<file path="config.mk">
export PLATFORM = sky130hd
export DESIGN_NAME = down_cntr_timer
export DESIGN_NICKNAME = d
export VERILOG_FILES = /design/src/rtl/down_cntr_pkg.sv /design/src/rtl/down_cntr_prescaler.sv /design/src/rtl/down_cntr_timer.sv
export SDC_FILE = /design/constraint.sdc
export NUM_CORES = 1
export LEC_CHECK = 0
export ABC_AREA = 1
export BUFFER_PORTS_ARGS = -buffer_cell sky130_fd_sc_hd__buf_2
export CAP_MARGIN = 40
export CORE_MARGIN = 3
export CORE_UTILIZATION = 47
export DETAILED_ROUTE_END_ITERATION = 8
export GPL_ROUTABILITY_DRIVEN = 0
export PLACE_DENSITY_LB_ADDON = 0.05
export SLEW_MARGIN = 20
export SYNTH_ARGS = -nofsm -noshare
export SYNTH_HDL_FRONTEND = slang
export SYNTH_HIERARCHICAL = 1
export SYNTH_SLANG_ARGS = --single-unit
</file>
<file path="constraint.sdc">
create_clock -name clk -period 1.9 [get_ports clk]
set_input_delay 0.285 -clock clk [delete_from_list [all_inputs] [get_ports clk]]
set_output_delay 0.285 -clock clk [all_outputs]
set_load 0.01 [all_outputs]
</file>
<file path="src/rtl/down_cntr_pkg.sv">
// Shared types and default widths for the loadable down-counter/timer.
package down_cntr_pkg;

  localparam int unsigned N_DEF    = 8;
  localparam int unsigned PS_W_DEF = 4;

  // FSM encoding
  typedef enum logic [1:0] {
    ST_IDLE = 2'b00,
    ST_RUN  = 2'b01,
    ST_DONE = 2'b10
  } state_t;

endpackage : down_cntr_pkg

</file>
<file path="src/rtl/down_cntr_prescaler.sv">
// Tick prescaler: one tick every div+1 enabled cycles.
// Compiled only when DOWN_CNTR_PRESCALE_EN is defined.
`ifdef DOWN_CNTR_PRESCALE_EN
module down_cntr_prescaler
  import down_cntr_pkg::*;
#(
  parameter int unsigned PS_W = PS_W_DEF
) (
  input  logic            clk,
  input  logic            reset_n,
  input  logic            clr,
  input  logic            en,
  input  logic [PS_W-1:0] div,
  output logic            tick
);

  logic [PS_W-1:0] r_cnt;

  // Tick on the last cycle of each div+1 window
  assign tick = en && (r_cnt == div);

  // Window counter; restarts whenever control activity is seen
  always_ff @(posedge clk or negedge reset_n) begin
    if (!reset_n) begin
      r_cnt <= '0;
    end else if (clr) begin
      r_cnt <= '0;
    end else if (en) begin
      if (r_cnt == div) r_cnt <= '0;
      else              r_cnt <= r_cnt + PS_W'(1);
    end
  end

endmodule : down_cntr_prescaler
`endif

</file>
<file path="src/rtl/down_cntr_timer.sv">
// Loadable N-bit down-counter/timer with one-shot / auto-reload modes,
// start/stop control and a registered 1-cycle terminal-count pulse.
// Optional tick prescaler (and ps_div port) under DOWN_CNTR_PRESCALE_EN.
module down_cntr_timer
  import down_cntr_pkg::*;
#(
  parameter int unsigned N = N_DEF
`ifdef DOWN_CNTR_PRESCALE_EN
  ,
  parameter int unsigned PS_W = PS_W_DEF
`endif
) (
  input  logic            clk,
  input  logic            reset_n,
  input  logic            load,
  input  logic [N-1:0]    load_val,
  input  logic            start,
  input  logic            stop,
  input  logic            auto_reload,
`ifdef DOWN_CNTR_PRESCALE_EN
  input  logic [PS_W-1:0] ps_div,
`endif
  output logic [N-1:0]    cntr_out,
  output logic            busy,
  output logic            tc
);

  state_t       r_state, w_state_nxt;
  logic [N-1:0] r_cntr, w_cntr_nxt;
  logic [N-1:0] r_reload, w_reload_nxt;
  logic         r_tc, w_tc_nxt;
  logic         r_busy;
  logic         w_tick;
  logic         w_run;

  assign w_run = (r_state == ST_RUN);

`ifdef DOWN_CNTR_PRESCALE_EN
  // Count tick generator; any control strobe restarts the divide window
  down_cntr_prescaler #(.PS_W(PS_W)) u_prescaler (
    .clk     (clk),
    .reset_n (reset_n),
    .clr     (start | stop | load),
    .en      (w_run),
    .div     (ps_div),
    .tick    (w_tick)
  );
`else
  assign w_tick = 1'b1;
`endif

  // State, count, reload and pulse registers
  always_ff @(posedge clk or negedge reset_n) begin
    if (!reset_n) begin
      r_state  <= ST_IDLE;
      r_cntr   <= '0;
      r_reload <= '0;
      r_tc     <= 1'b0;
      r_busy   <= 1'b0;
    end else begin
      r_state  <= w_state_nxt;
      r_cntr   <= w_cntr_nxt;
      r_reload <= w_reload_nxt;
      r_tc     <= w_tc_nxt;
      r_busy   <= (w_state_nxt == ST_RUN);
    end
  end

  // Next-state and datapath; stop overrides load, load overrides start
  always_comb begin
    w_state_nxt  = r_state;
    w_cntr_nxt   = r_cntr;
    w_reload_nxt = r_reload;
    w_tc_nxt     = 1'b0;
    if (stop) begin
      if (w_run) w_state_nxt = ST_IDLE;
    end else begin
      if (load) begin
        w_reload_nxt = load_val;
        if (!w_run) begin
          w_cntr_nxt  = load_val;
          w_state_nxt = ST_IDLE;
        end
      end else if (start && !w_run) begin
        if ((r_cntr != '0) || auto_reload) begin
          w_state_nxt = ST_RUN;
        end else begin
          w_tc_nxt    = 1'b1;
          w_state_nxt = ST_DONE;
        end
      end
      // Counting continues through a load in RUN; new reload waits for the next wrap
      if (w_run && w_tick) begin
        if (r_cntr == N'(1)) begin
          w_tc_nxt = 1'b1;
          if (auto_reload) begin
            w_cntr_nxt = r_reload;
          end else begin
            w_cntr_nxt  = '0;
            w_state_nxt = ST_DONE;
          end
        end else begin
          w_cntr_nxt = r_cntr - N'(1);
        end
      end
    end
  end

  assign cntr_out = r_cntr;
  assign busy     = r_busy;
  assign tc       = r_tc;

endmodule : down_cntr_timer

</file>
==> summary.md <==
| Metric | Value |
|---|---|
| Number of synthesized flops with an enable pin | `0` |
| Clk_lat worst skew | `300 ps` |
| Post-CTS resize count | `0` |
| Final setup viols | `0` |
| VDD IR max | `0.405 mV` |
| Worst Max-Slew Pin Slew | `470 ps` |
| Top Layer Used | `met4` |
| Leakage | `0.000798 uW` |
| Met2 wire len | `1210 microns` |
| Core area | `0.00250 sq mm` |
| Synth Area in Adders | `2.99%` |
| Crit path kind | `flop to flop` |
| Vias in the first global route | `1013` |
| Global route overflow | `0` |
| Final Hold Fails | `0` |
| First-pass GRT wire length | `4540 microns` |
| Critical Path End Type | `flop` |
| Req. time, crit path | `2100 ps` |
| Internal power | `709 uW` |
| Max-Cap Viols | `0` |
| Vias | `1184` |
| Hold WC Path Type | `input pin to flop` |
| Wl on met1 | `1380 microns` |
| Post-synthesis simple-gate area fraction | `37.7%` |
| Clock root cell | `clkbuf_4` |
| Mux cell area share after synthesis | `0%` |
| Buffers on Ports | `23` |
| Power share of the combinational group | `33.4%` |
| # Post-CTS Setup Buffers | `0` |
| WP data arrival | `1840 ps` |
| Largest net degree at the start of global routing | `21` |
| Antenna cells | `0` |
| Total Routing Usage GR | `17.3%` |
| Synth Area in XOR/XNOR | `0%` |
| Cell Pwr Density | `811 mW/mm^2` |
| Detailed placer's ending HPWL | `2130 microns` |
| Switching Share | `38.5%` |
| Critical path launch point type | `flop` |
| CP endpoint | `cntr_out[6]` |
| Worst path max stage delay | `420 ps` |
| Hold_buf cts | `1` |
| Area contributors post-synth | `dfrtp_1 (40%), nand2_1 (19%), inv_1 (7.8%), nand3_1 (7.6%), o21ai_0 (7.2%)` |
| Unrepaired setup endpoints after global routing | `no` |
| Dominant cell type by area after synthesis | `dfrtp_1` |
| Post-synth net total | `201` |
| Complex-gate fraction of the synthesized area | `8.86%` |
| Setup TNS | `0 ps` |
| Seq pwr share | `49.0%` |
| Synth Flop Type | `dfrtp_1` |
| Clock sinks | `20` |
| Die Height | `57.7 microns` |
| Multi-input gate area | `623 sq um` |
| Warnings, synthesis | `6` |
| Cell Area, Synth | `0.00126 sq mm` |
| Critical path cell sequence | `inv_1 -> ha_1 -> nand2_1 -> nor2_2 -> buf_4 -> inv_2 -> nand3_1 -> nand3_1 -> nand2_1 -> nand2_1` |
| Site Rows | `18` |
| Slowest CP cell | `dfrtp_1` |
| IO Pins | `24` |
| Most frequent cell after synthesis | `nand2_1` |
| Routed WL | `2750 microns` |
| H-tree Lvls | `1` |
| DRC viols | `0` |
| Final period utilization | `86.3%` |
| Crit-path most repeated cell | `nand2_1` |
| Maximum clock rate | `0.610 GHz` |
| Register area | `500 sq um` |
| Ys async rst share | `100%` |
| Reg-to-reg endpoint | `cntr_out[6]` |
| Initial antenna violation count | `0` |
| Syn Area/Cell | `6.83 sq um` |
| Gate Count Post-Synth | `184` |
| P_sw | `443 uW` |
| Setup Slack @ Placement | `277 ps` |
| Die area | `0.00333 sq mm` |
| Clock Skews | `1.55 ps` |
| DR iter-0 viols | `52` |
| Share of layout cells above drive strength 1 | `17.2%` |
| Wirelength per Cell | `11.5 microns` |
| Initial Utilization | `50.3%` |
| Clk pwr share | `17.6%` |
| Vias per cell | `4.95` |
| Synth top cells by count | `nand2_1 (62), inv_1 (26), dfrtp_1 (20), nor2_1 (20), nand3_1 (19)` |
| Clk slew on worst S/H paths | `110 ps` |
| Slew HR | `68.7%` |
| Worst-case reg-to-reg path depth | `10` |
| Post-synthesis sequential area ratio | `39.8%` |
| Chip width | `57.7 microns` |
| Final antenna-violating net count | `0` |
| CTS max path bufs | `2` |
| Setup slack after layout | `261 ps` |
| Status | `finished clean` |
| Pre-antenna DRT Iters | `4` |
| Crit Path Max Fanout | `7` |
| DR WL met3 | `135 microns` |
| Post-synth cell types | `19` |
| Share of the synthesized area in the top cell type | `39.8%` |
| Max Slew Vio Count | `0` |
| Reg2reg start | `cntr_out[1]` |
| Largest family of logic cells by synthesized area | `simple AND/OR/NAND/NOR gates` |
| Filler Cells Inserted | `247` |
| R2r setup slk | `260 ps` |
| Tmin final | `1640 ps` |
| Number of buffers created by CTS | `3` |
| Area Overhead vs Synth | `13.1%` |
| Crit path from | `cntr_out[1]` |
| CTS tree | `built` |
| Final Net Count | `228` |
| Yosys reg bits | `20` |
-- final cells by class --
class / count / area share [%]
repair buffers: 25 / 9.33
well taps: 30 / 2.64
inverters: 28 / 7.39
clock buffers: 3 / 1.58
multi-input cells: 133 / 43.8
flip-flops and latches: 20 / 35.2
-- through the flow --
stage               std cells  area, sq um  power [uW]  util (%)  hold slack [ps]
floorplan                 184         1260         824         -            -10.6
global placement          235         1390         950      55.6              261
detailed placement        235         1390         959      55.6              271
CTS                       239         1420        1170      56.9              208
global route              239         1420        1240      56.9              220
finish                    239         1420        1150      56.9              219
-- kinds of logic (layout without fill, tap and decap cells) --
logic type | count (synthesis) | count (layout)
fa+ha+maj | 3 | 3
flops | 20 | 20
simple gates | 109 | 109
buf+inv | 31 | 56
compound gates | 21 | 21
-- worst max-delay path, delay by kind of cell (launching register included) --
kind	cells	cell delay, ps
adder cells (fa/ha/maj)	1	170
flip-flops	1	420
buffers and inverters	3	390
AND/OR/NAND/NOR	6	560
-- power by group through the flow --
stage / Clock [uW] / Sequential, uW / Combinational, uW
after floorplan: 0 / 575 / 250
after global placement: 0 / 569 / 382
after detailed placement: 0 / 572 / 388
after CTS: 215 / 564 / 390
after global routing: 225 / 574 / 446
final: 203 / 564 / 385
-- worst min-delay path by stage --
stage / startpoint / endpoint / slack (ps) / cells after the start
5_1_grt: load_val[2] / r_reload[2] / 220 / 3
4_1_cts: load_val[2] / r_reload[2] / 210 / 3
6_report: load_val[0] / r_reload[0] / 220 / 3
3_3_place_gp: reset_n / busy / 260 / 1
2_1_floorplan: reset_n / busy / -10 / 0
3_5_place_dp: reset_n / busy / 270 / 1
-- placed cells by master (no fill, tap or decap) --
cell type / instances
ha_1: 3
dlygate4sd3_1: 1
nor2_2: 3
nor3_1: 1
inv_1: 26
nand3_1: 19
o21ai_0: 18
dfrtp_1: 20
buf_2: 23
nor2_1: 20
nor2_8: 1
clkbuf_4: 3
inv_2: 2
buf_4: 1
nand2_1: 62
o31ai_1: 1
a21oi_1: 1
nand3_2: 1
o21ai_2: 1
nor2_4: 1
nand4_1: 1
-- metal layers --
metal	vias to the layer above	track usage (%)
met5	-	0
met3	4	2.67
met4	0	6.62
met2	34	25.8
li1	618	-
met1	528	25.1
-- state kept, by name, indices dropped and copies added, names as in the netlist --
| signal | cells |
|---|---|
| cntr_out | 8 |
| r_state | 2 |
| busy | 1 |
| tc | 1 |
| r_reload | 8 |
Power figures use the tool's default switching activity.
